<file path="config.mk">
export PLATFORM = sky130hd
export DESIGN_NAME = register_file_4x8
export DESIGN_NICKNAME = d
export VERILOG_FILES = /design/src/rtl/register_file_4x8.sv
export SDC_FILE = /design/constraint.sdc
export NUM_CORES = 1
export LEC_CHECK = 0
export CAP_MARGIN = 20
export CORE_ASPECT_RATIO = 0.7
export CORE_MARGIN = 1.5
export CORE_UTILIZATION = 40
export CTS_BUF_LIST = sky130_fd_sc_hd__clkbuf_4
export CTS_CLUSTER_SIZE = 8
export DETAILED_ROUTE_END_ITERATION = 8
export PLACE_DENSITY = 0.67
export SETUP_SLACK_MARGIN = 0.02
export SLEW_MARGIN = 20
export SYNTH_ARGS = -nofsm -noshare
export SYNTH_HDL_FRONTEND = slang
export SYNTH_SLANG_ARGS = --single-unit
</file>
<file path="constraint.sdc">
create_clock -name clk -period 1.1 [get_ports clk]
set_input_delay 0.22 -clock clk [delete_from_list [all_inputs] [get_ports clk]]
set_output_delay 0.22 -clock clk [all_outputs]
set_load 0.02 [all_outputs]
</file>
<file path="src/rtl/register_file_4x8.sv">
// ----------------------------------------------------------------------------
// register_file_4x8
//
// Four-entry, 8-bit general-purpose register file for the 8-bit CPU datapath.
// Two independent combinational read ports feed the ALU operand paths and one
// synchronous write port is driven by the writeback stage. Every register is
// ordinary writable storage (no hardwired zero register).
//
// Parameters:
//   DATA_WIDTH  width of each register and of the data ports (default 8)
//   ADDR_WIDTH  width of the address ports (default 2)
//   NUM_REGS    number of registers, must equal 2**ADDR_WIDTH (default 4)
//
// Ports:
//   clk        in   system clock, all state updates on the rising edge
//   reset      in   synchronous active-high reset, clears every register
//   rs1_addr   in   read port 1 address
//   rs2_addr   in   read port 2 address
//   wr_addr    in   write port address
//   wr_data    in   write data
//   reg_wr_en  in   write enable, active-high
//   rs1_data   out  contents of register[rs1_addr] (combinational)
//   rs2_data   out  contents of register[rs2_addr] (combinational)
// ----------------------------------------------------------------------------
module register_file_4x8 #(
    parameter int DATA_WIDTH = 8,
    parameter int ADDR_WIDTH = 2,
    parameter int NUM_REGS   = 4
) (
    input  logic                  clk,
    input  logic                  reset,
    input  logic [ADDR_WIDTH-1:0] rs1_addr,
    input  logic [ADDR_WIDTH-1:0] rs2_addr,
    input  logic [ADDR_WIDTH-1:0] wr_addr,
    input  logic [DATA_WIDTH-1:0] wr_data,
    input  logic                  reg_wr_en,
    output logic [DATA_WIDTH-1:0] rs1_data,
    output logic [DATA_WIDTH-1:0] rs2_data
);

    // NUM_REGS == 2**ADDR_WIDTH, so every address selects a real entry and
    // the read muxes need no out-of-range handling.
    logic [DATA_WIDTH-1:0] regs [NUM_REGS];

    // Reset takes priority: a write presented on a reset edge is discarded.
    always_ff @(posedge clk) begin
        if (reset) begin
            regs <= '{default: '0};
        end else if (reg_wr_en) begin
            regs[wr_addr] <= wr_data;
        end
    end

    // No write-to-read bypass: reads see the stored value, so a register
    // being written shows its old contents until the edge.
    always_comb begin
        rs1_data = regs[rs1_addr];
        rs2_data = regs[rs2_addr];
    end

endmodule

</file>
Yosys cells after proc, flatten, opt, wreduce, memory -nomap -nowiden
Cells that the tools add are included.
- bits in registers: 32
- bits of input ports: 17
- output and inout bits: 16
- word-level logic and storage cells: 21
- order comparisons: 4
- muxes and demuxes: 9
- bitwise operators: 3
- reductions and logical operators: 1
- operator list (operator ; number):
    $mux W8 ; 5
    $bmux W8 S2 ; 2
    $bwmux W32 ; 1
    $demux W8 S2 ; 1
    $ge A3 B3 Y1 const B ; 3
    $not A2 Y3 ; 3
    $lt A3 B1 Y1 const B ; 1
    $logic_and A1 B1 Y1 ; 1

Depth between registers and ports, before layout
Gate-level depths: netlist (run 1).
- depth in word-level cells: 6
- mapped depth: 4
- depth with buffers taken out: 2

Worst setup path before layout (run 1)
Ideal clock, no wire load.
- path type: input-to-output
- from: input port rs1_addr[1]
- to: output port rs1_data[0]
- data arrival time: 1038 ps
- required time: 880 ps
- setup slack: -158 ps
- cell stages on the path: 2
- path buffers: 1
- cell sequence: buf_2 -> mux4_2
- cells in the longest elaborated chain, start to end: 4
- RTL lines (what ; RTL line ; RTL):
    start, declared ; 32 ; input logic [ADDR_WIDTH-1:0] rs1_addr,
    $not A2 Y3 (implied by the code) ; 57 ; rs1_data = regs[rs1_addr];
    $bmux W8 S2 ; 57 ;
    $mux W8 (implied by the code) (2 in a row) ; 57 ;
    end, declared ; 37 ; output logic [DATA_WIDTH-1:0] rs1_data,
No other way between the ends. The select of a mux whose other input is x is not followed.

Final worst setup path (run 1)
- from: register regs[5] (netlist bit)
- to: output port rs2_data[5]
- cells in the longest elaborated chain, start to end: 3
- RTL lines (what ; RTL line ; RTL):
    start, declared ; 43 ; logic [DATA_WIDTH-1:0] regs [NUM_REGS];
    start signal, assigned by index ; 50 ; regs[wr_addr] <= wr_data;
    $bmux W8 S2 ; 58 ; rs2_data = regs[rs2_addr];
    $mux W8 (implied by the code) (2 in a row) ; 58 ;
    end, declared ; 38 ; output logic [DATA_WIDTH-1:0] rs2_data
No other way between the ends. The select of a mux whose other input is x is not followed.

==> results of run 1 <==
## worst min-delay path, cell delays in order
cell            delay (ns)
dlymetal6s2s_1        0.10
or3b_4                0.14
buf_6                 0.12
mux2i_1               0.07
## worst paths after layout
path         depth (start not counted)          end        from
max                                  2  rs2_data[5]     regs[5]
min                                  4     regs[30]  wr_addr[1]
max reg2reg                          2      regs[7]     regs[7]
min reg2reg                          2      regs[6]     regs[6]
## layer usage
layer,global-route usage [%],share of wire (%)
met4,5.172,0.71
met2,28.45,46
met3,6.880,5.6
met1,26.17,48
met5,0,0
## area by class of cell
type	count	area, um^2	share of cell area [%]
timing repair buffer	49	511.7	22.51
tap	52	65.06	2.862
clock inverter	1	3.754	0.1651
multi-input combinational	94	980.9	43.15
sequential	32	659.4	29.00
clock buffer	7	52.55	2.312
## power groups by stage
stage	Combinational, mW	Sequential [mW]	Clock, mW
2_1_floorplan	0.265	1.24	0
3_3_place_gp	0.433	1.25	0
3_5_place_dp	0.440	1.25	0
4_1_cts	0.453	1.23	0.718
5_1_grt	0.479	1.24	0.786
6_report	0.449	1.23	0.698
## stage by stage
step | total power [mW] | std cells
6_report | 2.378 | 235
5_1_grt | 2.503 | 235
4_1_cts | 2.401 | 235
3_5_place_dp | 1.695 | 225
3_3_place_gp | 1.683 | 225
2_1_floorplan | 1.510 | 138
## kinds of logic after synthesis
kind of cell / count (synthesis) / synth area share, %
buffers and inverters: 12 / 3.507
and+or+nand+nor: 46 / 17.69
muxes: 48 / 40.60
DFF: 32 / 38.21
## repair_timing
| action | CTS | global route |
|---|---|---|
| pin swaps | 1 | 0 |
| setup endpoints to repair | 28 | 25 |
| endpoints found under the hold margin | 0 | 0 |
| buffers inserted | 2 | 0 |
| resized for setup | 117 | 6 |
## placed cells by master, fill, tap and decap left out, drive strengths merged, types with 2 or more instances in the layout
master         instances
and3b                  2
buf                   33
clkbuf                 7
clkdlybuf4s50          9
dfxtp                 32
dlygate4sd2            6
mux2i                 32
mux4                  16
nand2b                40
nand3b                 2
==> impl_metrics.tcl, run 1 <==
set metrics [dict create \
    outcome "finished with violations" \
    cp_top_family "multiplexers" \
    globalRouteOverflowTotal 0 \
    pre_cts_ws_ns -1.077 \
    r2r_setup_slack_ns 0.48 \
    vias_per_cell 5.132 \
    n_fill_cell 342 \
    async_flop_share_pct 0 \
    synth-edff-count 0 \
    criticalPathCategory "reg -> out" \
    finalWeightedCongestion 0.7542 \
    timing.critical_path.buf_inv 1 \
    setup_viol 16 \
    synth_top_cells_by_count "nand2b_1, dfxtp_1, mux2i_1" \
    syn_area_um2 1677 \
    num_antenna_cells 0 \
    largest_reg_flops 32 \
    root_buffer "clkbuf_4" \
    violations "setup timing" \
    synth_most_common_cell "nand2b_1" \
    regMostFlops "regs" \
    placement.cell_area_um2 2153 \
    grt_pass1_wl_mm 6.354 \
    mappedNetlistNets 155 \
    rsz0062_at_grt "true" \
    postSynthAreaPerCell_um2 12.15 \
    yosys_register_bits 32 \
    timing_hold_violations_final 0 \
    grt_pass1_vias 1298 \
    drive_gt1_share_pct 39.89 \
    die_y_um 57.17 \
    fin_ws_ns -0.4399 \
    ios 33 \
    cts_tree "yes" \
    synth_warnings 0 \
    h-tree-depth 2 \
    core_um2 3970 \
    row_count 19 \
    synth_area_leaders "dfxtp_1, mux4_2, mux2i_1" \
    ant_nets 0 \
    finalMaxSlewViolations 0 \
    ys_types 11 \
    cp_max_fo 3 \
    clk_latency_ns 0.34 \
    start_kind "flip-flop" \
    wl_mm 3.798 \
    holdBufCountCts 0 \
    combPwrFrac_pct 18.9 \
    finalCriticalPeriod_ns 1.540 \
    clock_sinks 32 \
    drt_iter0_markers 56 \
    portBuffers 32 \
    worstPathArrival_ns 1.32 \
    fmax_mhz 649.4 \
    path_cells "mux4_2, buf_6" \
    ir_drop_v 0.0005786 \
    finalCritPeriodShare_pct 140.0 \
    dp_hpwl_mm 2.821 \
    clockBufferDepth 2 \
    cpPeakStageDelay_ns 0.49 \
    seqPwrFrac_pct 51.8 \
    track_usage_pct 19.01 \
    vias 1206 \
    intPower_mw 1.759 \
    dieWidth_um 80.38 \
    finClkSkew_ns 0 \
    syn2layout_area_growth_pct 35.60 \
    fp.dieArea_um2 4595 \
    p_switching_mw 0.6191 \
    drc 0 \
    numCtsBuffers 5 \
    drtPass1Iterations 6 \
    fin_util_pct 57.26 \
    antenna_found_initial 0 \
    swShare_pct 26.03 \
    tns_ns -6.718 \
    syn_inst 138 \
    start_util_pct 42.23 \
    hold_class "in -> reg" \
    cp-end-kind "output pin" \
    tightest_slew_ns 0.1990 \
    drv_cap 0 \
    leakage_nw 1.007 \
    yosysTopAreaCellShare_pct 38.21 \
    grt_max_degree 31 \
    p_per_area_nw_per_um2 1046 \
    cpMaxStageDelayCell "mux4_2" \
    holdWs_ns 0.3543 \
    design_area_um2 2273 \
    reg.largest.list "regs (32)" \
    yosysSeqAreaShare_pct 38.21 \
    max_slew_margin_pct 86.74 \
    pwr-share-clk_pct 29.3 \
    cp.required_ns 0.88 \
    synth_top_cell_by_area "dfxtp_1" \
    synth_flop_cell "dfxtp_1" \
    clk_pin_slew_worst_paths_ns 0.10 \
    nets 199 \
    wl_per_cell_um 16.16 \
]
(Power assumes the default switching activity.)
==> run 2: changes to the inputs <==
--- a/config.mk
+++ b/config.mk
@@ -12,9 +12,9 @@
 export CTS_BUF_LIST = sky130_fd_sc_hd__clkbuf_4
 export CTS_CLUSTER_SIZE = 8
 export DETAILED_ROUTE_END_ITERATION = 8
-export PLACE_DENSITY = 0.67
+export DONT_BUFFER_PORTS = 1
 export SETUP_SLACK_MARGIN = 0.02
-export SLEW_MARGIN = 20
+export SLEW_MARGIN = 0
 export SYNTH_ARGS = -nofsm -noshare
 export SYNTH_HDL_FRONTEND = slang
 export SYNTH_SLANG_ARGS = --single-unit
==> impl_metrics.tcl, run 2 (synthesized netlist as in run 1, its figures left out) <==
set metrics [dict create \
    seqPwrFrac_pct 58.3 \
    path_cells "mux4_2" \
    grt_max_degree 41 \
    setup_viol 16 \
    grt_pass1_wl_mm 5.644 \
    criticalPathCategory "reg -> out" \
    holdBufCountCts 0 \
    final_common_cell "nand2b_1" \
    portBuffers 0 \
    dieWidth_um 80.38 \
    globalRouteOverflowTotal 0 \
    use_met3_pct 4.960 \
    cp_max_fo 3 \
    finalCritPeriodShare_pct 131.4 \
    rsz0062_at_grt "true" \
    pre_cts_ws_ns 0.02015 \
    track_usage_pct 16.97 \
    fin_ws_ns -0.3454 \
    drtPass1Iterations 4 \
    h-tree-depth 2 \
    numCtsBuffers 5 \
    regMostFlops "regs" \
    power_mw 2.115 \
    finalWeightedCongestion 0.7297 \
    die_y_um 57.17 \
    grt_pass1_vias 1096 \
    drv_cap 0 \
    outcome "finished with violations" \
    reg.largest.list "regs (32)" \
    start_kind "flip-flop" \
    top_usage_layer "met2" \
    cpMaxStageDelayCell "mux4_2" \
    finalMaxSlewViolations 0 \
    ir_drop_v 0.0005234 \
    pwr-share-clk_pct 30.6 \
    timing.critical_path.buf_inv 0 \
    drc 0 \
    antenna_found_initial 0 \
    syn2layout_area_growth_pct 6.791 \
    p_switching_mw 0.5188 \
    finClkSkew_ns 0 \
    finalCriticalPeriod_ns 1.445 \
    swShare_pct 24.53 \
    cpPeakStageDelay_ns 0.55 \
    tightest_slew_ns 0.4042 \
    violations "setup timing" \
    fp.dieArea_um2 4595 \
    start_util_pct 42.23 \
    clk_pin_slew_worst_paths_ns 0.10 \
    grtUsageMet1_pct 22.70 \
    row_count 19 \
    wl_per_cell_um 18.62 \
    vias_per_cell 5.568 \
    leakage_nw 0.7532 \
    p_per_area_nw_per_um2 1181 \
    cts_tree "yes" \
    root_buffer "clkbuf_4" \
    wl_mm 3.538 \
    cp_top_family "multiplexers" \
    drive_gt1_share_pct 31.88 \
    ant_nets 0 \
    largest_reg_flops 32 \
    clk_latency_ns 0.33 \
    layout_common_cells "nand2b_1, mux2i_1, mux4_2, dfxtp_2, dfxtp_1" \
    tns_ns -5.198 \
    hold_class "in -> reg" \
    clockBufferDepth 2 \
    timing_hold_violations_final 0 \
    cp.required_ns 0.88 \
    fmax_mhz 691.8 \
    vias 1058 \
    combPwrFrac_pct 11.2 \
    num_antenna_cells 0 \
    grt_use_met2_pct 25.33 \
    clock_sinks 32 \
    ios 33 \
    max_slew_margin_pct 72.97 \
    cp-end-kind "output pin" \
    nets 155 \
    drt_iter0_markers 40 \
    worstPathArrival_ns 1.23 \
    intPower_mw 1.596 \
    core_um2 3970 \
]
-- run 2: worst register-to-register path: cells and delay by family, from the launching register on --
family                 cells  cell delay, ns
buffers and inverters      1            0.13
AND/OR/NAND/NOR            1            0.07
multiplexers               1            0.06
flip-flops                 1            0.34
-- run 2: worst paths after layout --
check	startpoint	endpoint	slack, ns	depth (start not counted)
worst max-delay path	regs[4]	rs1_data[4]	-0.35	1
worst min-delay path	reset	regs[5]	0.06	2
worst max register to register	regs[2]	regs[2]	0.40	3
worst min register to register	regs[5]	regs[5]	0.48	2
-- run 2: through the flow --
step                util (%)  cells  cell area [um^2]  hold WS [ns]
global placement       43.15    182              1713        0.4091
finish                 45.10    190              1790       0.06290
detailed placement     43.15    182              1713        0.4131
floorplan                  -    138              1727        0.4403
CTS                    44.78    189              1778       0.05091
global route           45.10    190              1790       0.04575
-- run 2: area by class of cell --
cell class / instances / area, um^2
flip-flops and latches: 32 / 660.6
fillers: 370 / 2180
well taps: 52 / 65.06
clock buffers: 6 / 45.04
multi-input cells: 94 / 977.2
repair buffers: 5 / 37.54
clock inverters: 1 / 5.005
-- run 2: power by group through the flow --
stage	clock (mW)	combinational (mW)	sequential (mW)
after floorplan	0	0.265	1.24
after global placement	0	0.231	1.25
after detailed placement	0	0.235	1.26
after CTS	0.669	0.236	1.23
after global routing	0.733	0.249	1.24
final	0.647	0.236	1.23
-- run 2: layer usage --
layer / routed length, um / vias up
met5: 0 / -
met4: 38 / 0
met3: 141 / 5
met2: 1714 / 27
met1: 1643 / 535
li1: - / 491
-- run 2: repair_timing --
item                       in CTS  in global routing
setup endpoints to repair      16                 16
buffers inserted                0                  1
resized for setup              12                  4
